### src/rtl/datamover_tcdm_lane_aligner.sv
// Splits one wide HCI request into MP 32-bit TCDM lanes with per-lane grant tracking and
// re-aligns skewed lane responses. Optional stall counter: DATAMOVER_LANE_ALIGNER_STATS_EN.
module datamover_tcdm_lane_aligner #(
  parameter int unsigned DW        = 288,
  parameter int unsigned MP        = DW / 32,
  parameter int unsigned IW        = 8,
  parameter int unsigned RSP_DEPTH = 2
) (
  input  logic             clk_i,
  input  logic             rst_ni,
  input  logic             clear_i,
  input  logic             w_req_i,
  output logic             w_gnt_o,
  input  logic [31:0]      w_add_i,
  input  logic             w_wen_i,
  input  logic [MP*4-1:0]  w_be_i,
  input  logic [DW-1:0]    w_data_i,
  input  logic [IW-1:0]    w_id_i,
  input  logic             w_r_ready_i,
  output logic             w_r_valid_o,
  output logic [DW-1:0]    w_r_data_o,
  output logic [IW-1:0]    w_r_id_o,
  output logic [MP-1:0]    tcdm_req_o,
  input  logic [MP-1:0]    tcdm_gnt_i,
  output logic [MP*32-1:0] tcdm_add_o,
  output logic [MP-1:0]    tcdm_wen_o,
  output logic [MP*4-1:0]  tcdm_be_o,
  output logic [MP*32-1:0] tcdm_data_o,
  input  logic [MP-1:0]    tcdm_r_valid_i,
  input  logic [MP*32-1:0] tcdm_r_data_i,
  output logic [31:0]      stall_cnt_o
);

  localparam int unsigned PtrW = (RSP_DEPTH > 1) ? $clog2(RSP_DEPTH) : 1;
  localparam int unsigned CntW = $clog2(RSP_DEPTH + 1);
  localparam logic [CntW-1:0] DepthC  = CntW'(RSP_DEPTH);
  localparam logic [PtrW-1:0] LastPtr = PtrW'(RSP_DEPTH - 1);

  function automatic logic [PtrW-1:0] ptr_inc(input logic [PtrW-1:0] p);
    return (p == LastPtr) ? '0 : p + 1'b1;
  endfunction

  logic [MP-1:0]    granted_q, granted_d, lane_gnt;
  logic             can_issue, pop;
  logic [CntW-1:0]  outst_q, outst_d;
  logic [PtrW-1:0]  id_wr_q, id_rd_q;
  logic [IW-1:0]    id_mem_q [RSP_DEPTH];
  logic [MP*32-1:0] lane_head;
  logic [MP-1:0]    lane_ne;

  // Request side: a lane drops its req once granted and waits for the remaining lanes.
  always_comb begin
    can_issue  = w_req_i && (outst_q < DepthC);
    tcdm_req_o = {MP{can_issue}} & ~granted_q;
    lane_gnt   = tcdm_req_o & tcdm_gnt_i;
    w_gnt_o    = can_issue && (&(granted_q | lane_gnt));
    granted_d  = w_gnt_o ? '0 : (granted_q | lane_gnt);
  end

  for (genvar i = 0; i < MP; i++) begin : g_lane_add
    assign tcdm_add_o[32*i+:32] = w_add_i + 32'(4 * i);
  end
  assign tcdm_wen_o  = {MP{w_wen_i}};
  assign tcdm_be_o   = w_be_i;
  assign tcdm_data_o = w_data_i;

  assign w_r_valid_o = &lane_ne;
  assign pop         = w_r_valid_o && w_r_ready_i;
  assign w_r_data_o  = w_r_valid_o ? lane_head : '0;
  assign w_r_id_o    = w_r_valid_o ? id_mem_q[id_rd_q] : '0;

  always_comb begin
    outst_d = outst_q;
    if (w_gnt_o && !pop) begin
      outst_d = outst_q + 1'b1;
    end else if (!w_gnt_o && pop) begin
      outst_d = outst_q - 1'b1;
    end
  end

  always_ff @(posedge clk_i or negedge rst_ni) begin
    if (!rst_ni) begin
      granted_q <= '0;
      outst_q   <= '0;
      id_wr_q   <= '0;
      id_rd_q   <= '0;
    end else if (clear_i) begin
      granted_q <= '0;
      outst_q   <= '0;
      id_wr_q   <= '0;
      id_rd_q   <= '0;
    end else begin
      granted_q <= granted_d;
      outst_q   <= outst_d;
      if (w_gnt_o) id_wr_q <= ptr_inc(id_wr_q);
      if (pop)     id_rd_q <= ptr_inc(id_rd_q);
    end
  end

  // Storage needs no reset: the heads are masked while the FIFOs are empty.
  always_ff @(posedge clk_i) begin
    if (w_gnt_o) id_mem_q[id_wr_q] <= w_id_i;
  end

  for (genvar i = 0; i < MP; i++) begin : g_lane_fifo
    logic [31:0]     mem_q [RSP_DEPTH];
    logic [PtrW-1:0] wr_q, rd_q;
    logic [CntW-1:0] cnt_q;
    logic            push;

    assign push = tcdm_r_valid_i[i];

    always_ff @(posedge clk_i or negedge rst_ni) begin
      if (!rst_ni) begin
        wr_q  <= '0;
        rd_q  <= '0;
        cnt_q <= '0;
      end else if (clear_i) begin
        wr_q  <= '0;
        rd_q  <= '0;
        cnt_q <= '0;
      end else begin
        if (push) wr_q <= ptr_inc(wr_q);
        if (pop)  rd_q <= ptr_inc(rd_q);
        if (push && !pop) begin
          cnt_q <= cnt_q + 1'b1;
        end else if (!push && pop) begin
          cnt_q <= cnt_q - 1'b1;
        end
      end
    end

    always_ff @(posedge clk_i) begin
      if (push) mem_q[wr_q] <= tcdm_r_data_i[32*i+:32];
    end

    assign lane_head[32*i+:32] = mem_q[rd_q];
    assign lane_ne[i]          = (cnt_q != '0);

`ifndef SYNTHESIS
    a_lane_overflow: assert property (@(posedge clk_i) disable iff (!rst_ni)
      !(push && !clear_i && (cnt_q == DepthC) && !pop))
      else $error("lane %0d response with full FIFO", i);
`endif
  end

`ifndef SYNTHESIS
  a_req_hold: assert property (@(posedge clk_i) disable iff (!rst_ni)
    (w_req_i && !w_gnt_o && !clear_i) |=> w_req_i)
    else $error("w_req_i dropped before w_gnt_o");
`endif

`ifdef DATAMOVER_LANE_ALIGNER_STATS_EN
  logic [31:0] stall_q;
  always_ff @(posedge clk_i or negedge rst_ni) begin
    if (!rst_ni) begin
      stall_q <= '0;
    end else if (clear_i) begin
      stall_q <= '0;
    end else if (w_req_i && !w_gnt_o && (stall_q != '1)) begin
      stall_q <= stall_q + 1'b1;
    end
  end
  assign stall_cnt_o = stall_q;
`else
  assign stall_cnt_o = '0;
`endif

endmodule

### config.mk
export PLATFORM = sky130hd
export DESIGN_NAME = datamover_tcdm_lane_aligner
export DESIGN_NICKNAME = d
export VERILOG_FILES = /design/src/rtl/datamover_tcdm_lane_aligner.sv
export SDC_FILE = /design/constraint.sdc
export NUM_CORES = 1
export LEC_CHECK = 0
export BUFFER_PORTS_ARGS = -buffer_cell sky130_fd_sc_hd__buf_2
export CORE_AREA = 2 2 645 647
export CTS_CLUSTER_SIZE = 20
export DETAILED_ROUTE_END_ITERATION = 10
export DIE_AREA = 0 0 647 649
export PLACE_DENSITY = 0.3
export SETUP_SLACK_MARGIN = 0.3
export SLEW_MARGIN = 10
export SYNTH_ARGS = -nofsm -noshare
export SYNTH_HDL_FRONTEND = slang
export SYNTH_SLANG_ARGS = --single-unit
### constraint.sdc
create_clock -name clk_i -period 5.6 [get_ports clk_i]
set_input_delay 0 -clock clk_i [delete_from_list [all_inputs] [get_ports clk_i]]
set_output_delay 0 -clock clk_i [all_outputs]
set_load 0.02 [all_outputs]
---- After elaboration in Yosys (flattened, before gate mapping) ----
Memory sizes are Yosys's and may differ from the RTL's.
Index checks and enable logic that the tools add are counted.
word-level totals
  bits in registers ....................... 49
  bits in writable memories ............... 592
  word-level logic and storage cells ...... 274
  memories ................................ 10
memory list
  memory                depth  width  read ports  clocked after Yosys merged registers in  wr ports  RTL line  text
  g_lane_fifo[0].mem_q  2      32     1           0                                        1         106       logic [31:0] mem_q [RSP_DEPTH];
  g_lane_fifo[1].mem_q  2      32     1           0                                        1         106
  g_lane_fifo[2].mem_q  2      32     1           0                                        1         106
  g_lane_fifo[3].mem_q  2      32     1           0                                        1         106
  g_lane_fifo[4].mem_q  2      32     1           0                                        1         106
  g_lane_fifo[5].mem_q  2      32     1           0                                        1         106
  4 more memories       -      -      -           -                                        -         -
operators by class
  add/sub/neg operators ................... 48
  order comparisons ....................... 1
  multiplexer cells ....................... 114
  bitwise logic cells ..................... 4
  reduce and logical (&&, ||, !) cells .... 66
operator list
  cell                                              count
  two-way mux 288 bit                               1
  adder 32 x 5 -> 32 bit, second input constant     4
  two-way mux 1 bit                                 80
  adder 32 x 4 -> 32 bit, second input constant     2
  two-way mux 2 bit                                 30
  nonzero test 2 bit                                20
  adder 32 x 3 -> 32 bit, second input constant     1
  adder 32 x 6 -> 32 bit, second input constant     1
  nonzero test 3 bit                                10
  logical AND 1 bit                                 23
  adder 1 bit, second input constant                20
  adder 2 x 1 -> 2 bit, second input constant       10
  subtractor 2 x 1 -> 2 bit, second input constant  10
  bitwise AND 9 bit                                 2
  two-way mux 9 bit                                 2
  AND reduction 9 bit                               2
  zero test 1 bit                                   11
  NOT 9 bit                                         1
  OR 9 bit                                          1
  two-way mux 8 bit                                 1
  < comparator 2 bit, second input constant         1

---- Logic depth before layout (Yosys ltp) ----
  depth after elaboration ................. 12
  depth in mapped cells ................... 8
  gate-level depth less buffers ........... 7

---- Worst setup path after synthesis ----
Ideal clock, no wire load.
  path kind ............................... register to register
  start ................................... register g_lane_fifo[0].wr_q
  end ..................................... memory g_lane_fifo[0].mem_q[0][0], enable pin
  library setup time ...................... 425 ps
  arrival ................................. 1843 ps
  slack ................................... 3332 ps
  stages on the path, launching flop included .. 2
  path buffers ............................ 0
  period minus slack after synthesis ...... 2268 ps
  cells stage by stage .................... dfrtp_1 nor2b_1
RTL lines
  what                      RTL line  text
  start: declaration        107       logic [PtrW-1:0] wr_q, rd_q;
  start signal: assignment  123       if (push) wr_q <= ptr_inc(wr_q);
  end: declaration          106
Straight into the memory's write port.

---- Worst setup path after layout ----
  start ................................... input w_add_i[5]
  end ..................................... output tcdm_add_o[81]
on the way
  cells in the longest elaborated chain, start to end .. 1
ends and longest elaborated chain
  what                    RTL line  text
  start: declaration      14        input logic [31:0] w_add_i,
  adder 32 x 4 -> 32 bit  61        assign tcdm_add_o[32*i+:32] = w_add_i + 32'(4 * i);
  end: declaration        25        output logic [MP*32-1:0] tcdm_add_o,
No other way between the ends.

==> impl_metrics.tcl <==
set metrics [dict create \
    nFillCells 47195 \
    cts_tree "yes" \
    worst_r2r_path_depth 4 \
    detailedRoute.firstPassIterationCount 4 \
    grt_max_degree 102 \
    pre_cts_ws_ns 1.94 \
    finalWeightedCongestion 0.881 \
    layout.nets 4164 \
    die_w_um 647 \
    max_slew_margin 0.198 \
    place_hpwl_um 175000 \
    fin_setup_tns_ns 0 \
    rsz0062_at_grt "no" \
    post-route-min-period_ns 3.63 \
    layout_cells_excl_fill 9025 \
    clock_insertion_delay_worst_skew_ns 0.69 \
    worst-endpoint-required_ns 5.60 \
    met1_length_um 56400 \
    synth-compound-area-share 0.00466 \
    dr_total_vias 22823 \
    drive_above_1_share 0.323 \
    yosys_warnings 0 \
    via_per_inst 2.53 \
    syn-mean-instance-area_um2 12.6 \
    clock_skew_ns 0.0487 \
    power_density_nw_per_um2 258 \
    vdd.ir_drop.worst_v 0.000231 \
    cp_num_cells 8 \
    grt-ovfl-total 0 \
    die_h_um 649 \
    floorplan.initialDensity 0.0762 \
    flow.area_growth_from_synthesis_pct 49.5 \
    cts_sinks 641 \
    combinational_family_with_the_most_area_after_synthesis "buffers and inverters" \
    met3WireLength_um 32300 \
    status "finished clean" \
    netSwitchingFraction 0.259 \
    synth.mux.area_fraction 0.100 \
    routedWlPerCell_um 23.1 \
    grt_pass1_vias 23899 \
    p_seq_frac 0.464 \
    register_area_um2 19000 \
    grt_pass1_wl_um 260000 \
    finalInstanceArea_um2 47000 \
    synth-xor-area-share 0.0712 \
    final_cell_mix "sky130_fd_sc_hd__buf_2 (923), sky130_fd_sc_hd__edfxtp_1 (592), sky130_fd_sc_hd__dlygate4sd3_1 (464)" \
    worst_setup_path_type "input pin to primary output" \
    number_of_setup_buffers_added_after_cts 0 \
    cpPeakStageDelay_ns 0.86 \
    setup.worst_path.start_class "input pin" \
    synth-simple-area-share 0.0953 \
    met2_length_um 111000 \
    most_repeated_library_cell_on_the_critical_path "sky130_fd_sc_hd__buf_2" \
    netlist.area_leader.share 0.566 \
    max_cap_viols 0 \
    power_leakage_nw 16.7 \
    pwr-share-comb 0.121 \
    ys_top_cells_by_area "sky130_fd_sc_hd__edfxtp_1 (57%), sky130_fd_sc_hd__buf_4 (10%), sky130_fd_sc_hd__mux2i_1 (9.7%), sky130_fd_sc_hd__nor2_1 (5.1%), sky130_fd_sc_hd__dfrtp_1 (3.9%)" \
    maxSlewViolCount 0 \
    maxUsedRoutingLayer "met5" \
    final_common_cell "sky130_fd_sc_hd__buf_2" \
    coreArea_um2 413000 \
    drc_violations_left 0 \
    cts_made_buffers 77 \
    synth_area_leader_cell "sky130_fd_sc_hd__edfxtp_1" \
    power_w 0.0121 \
    clockRootBuffer "sky130_fd_sc_hd__clkbuf_16" \
    dpl.cell_count 8409 \
    post_dp_cell_area_um2 39800 \
    ant_nets 0 \
    power.switching_w 0.00314 \
    htreeDepth 3 \
    final_report_setup_violation_count 0 \
    clockBufferDepth 3 \
    pin_count 1636 \
    path_delay_family "simple AND/OR/NAND/NOR gates" \
    ys_seq_area_frac 0.605 \
    wirelength_um 208000 \
    synthesis.instances 2487 \
    endpoint_kind "primary output" \
    worst-slew-pin-transition_ns 1.20 \
    post_synth_fa_ha_maj_area_fraction 0.00398 \
    crit_path_top_delay_cell "sky130_fd_sc_hd__nor4_2" \
    critPathBufInv 2 \
    final-hold-violation-count 0 \
    period_share 0.648 \
    worst-path-max-fanout 12 \
    die-area_um2 420000 \
    max_clock_freq_mhz 276 \
    timing.critical_path.cells "buf_2 -> ha_1 -> nand3_2 -> nor4_2 -> and2_1 -> nand2_1 -> xnor2_1 -> buf_2" \
    finalWorstSetupSlack_ns 1.97 \
    synth.cell_area_um2 31400 \
    hp-class "input pin to primary output" \
    synth_cell_types 46 \
    port_buffers 925 \
    power_frac_clock 0.415 \
    yosys_register_bits 641 \
    antenna_found_initial 49 \
    power.internal_w 0.00899 \
    combined_area_of_the_multi_input_logic_cells_um2 8900 \
    worst-endpoint-arrival_ns 3.63 \
    drt_first_iter_violations 1016 \
    instance_count_along_the_most_critical_hold_path 0 \
    gr-usage-all-layers 0.0946 \
    floorplan.rows 236 \
]
## final timing paths
kind,start,to,slack (ns)
worst max-delay path,w_add_i[5],tcdm_add_o[81],1.97
worst min-delay path,w_data_i[66],tcdm_data_o[66],0.00003
worst max register to register,outst_q[1],id_mem_q[0][7],2.66
worst min register to register,g_lane_fifo[6].rd_q,g_lane_fifo[6].rd_q,0.55
max in group asynchronous,rst_ni,g_lane_fifo[7].wr_q,3.91
min in group asynchronous,rst_ni,g_lane_fifo[3].rd_q,0.56
## Yosys cell counts (all sizes together)
cell type and count:
nor3b 1, xor2 113, nor3 23, mux2 9, inv 13, nand3 18
dfrtp 49, o22ai 8, a21oi 16, or3 3, buf 461, clkbuf 91
mux2i 305, a21boi 1, nand2b 10, xnor2 140, o21ai 1, nand4 14
xnor3 1, and2 26, and3 7, nand2 98, nor4 11, edfxtp 592
conb 1, and2b 1, and4 3, nor2b 23, or2 4, ha 10
nor2 434
## kinds of logic after synthesis
| group | after synthesis |
|---|---|
| AO/OA/AOI/OAI | 26 |
| adder cells (fa/ha/maj) | 10 |
| XOR/XNOR | 254 |
| buffers and inverters | 565 |
| multiplexers | 314 |
| AND/OR/NAND/NOR | 676 |
| other | 1 |
| flip-flops | 641 |
## area by class of cell
type / count / share of cell area
antenna: 14 / 0.000746
clock buffer: 97 / 0.0435
clock inverter: 41 / 0.00911
inverter: 13 / 0.00104
multi-input combinational: 1312 / 0.189
sequential: 641 / 0.405
tap: 5474 / 0.146
timing repair buffer: 1433 / 0.206
## sequential cells by signal (all words and copies together), names as in the netlist
register and flops:
g_lane_fifo.rd_q 9, g_lane_fifo.mem_q 576, id_wr_q 1, outst_q 2, granted_q 9, g_lane_fifo.cnt_q 18, id_rd_q 1, id_mem_q 16
g_lane_fifo.wr_q 9
## per-layer routing
metal,global-route usage,up-vias
met5,0.0165,-
met4,0.0358,36
met2,0.180,1544
met3,0.0664,254
met1,0.0714,10930
li1,-,10059
## power by group through the flow
stage | combinational [W] | clock [W] | sequential (W)
after floorplan | 0.000970 | 0 | 0.00571
after global placement | 0.00121 | 0 | 0.00572
after detailed placement | 0.00123 | 0 | 0.00573
after CTS | 0.00152 | 0.00532 | 0.00563
after global routing | 0.00159 | 0.00545 | 0.00565
final | 0.00147 | 0.00504 | 0.00563
## metrics by stage
stage | hold slack [ns] | util
finish | 0.0000262 | 0.114
global route | 0.000115 | 0.114
detailed placement | 0.000137 | 0.0966
CTS | 0.000137 | 0.114
floorplan | -0.296 | -
global placement | 0.000137 | 0.0963
## what timing repair did
item	in CTS	in global routing
resized for setup	0	0
endpoints found under the hold margin	714	0
hold buffers	464	0
Power figures use the tool's default switching activity.
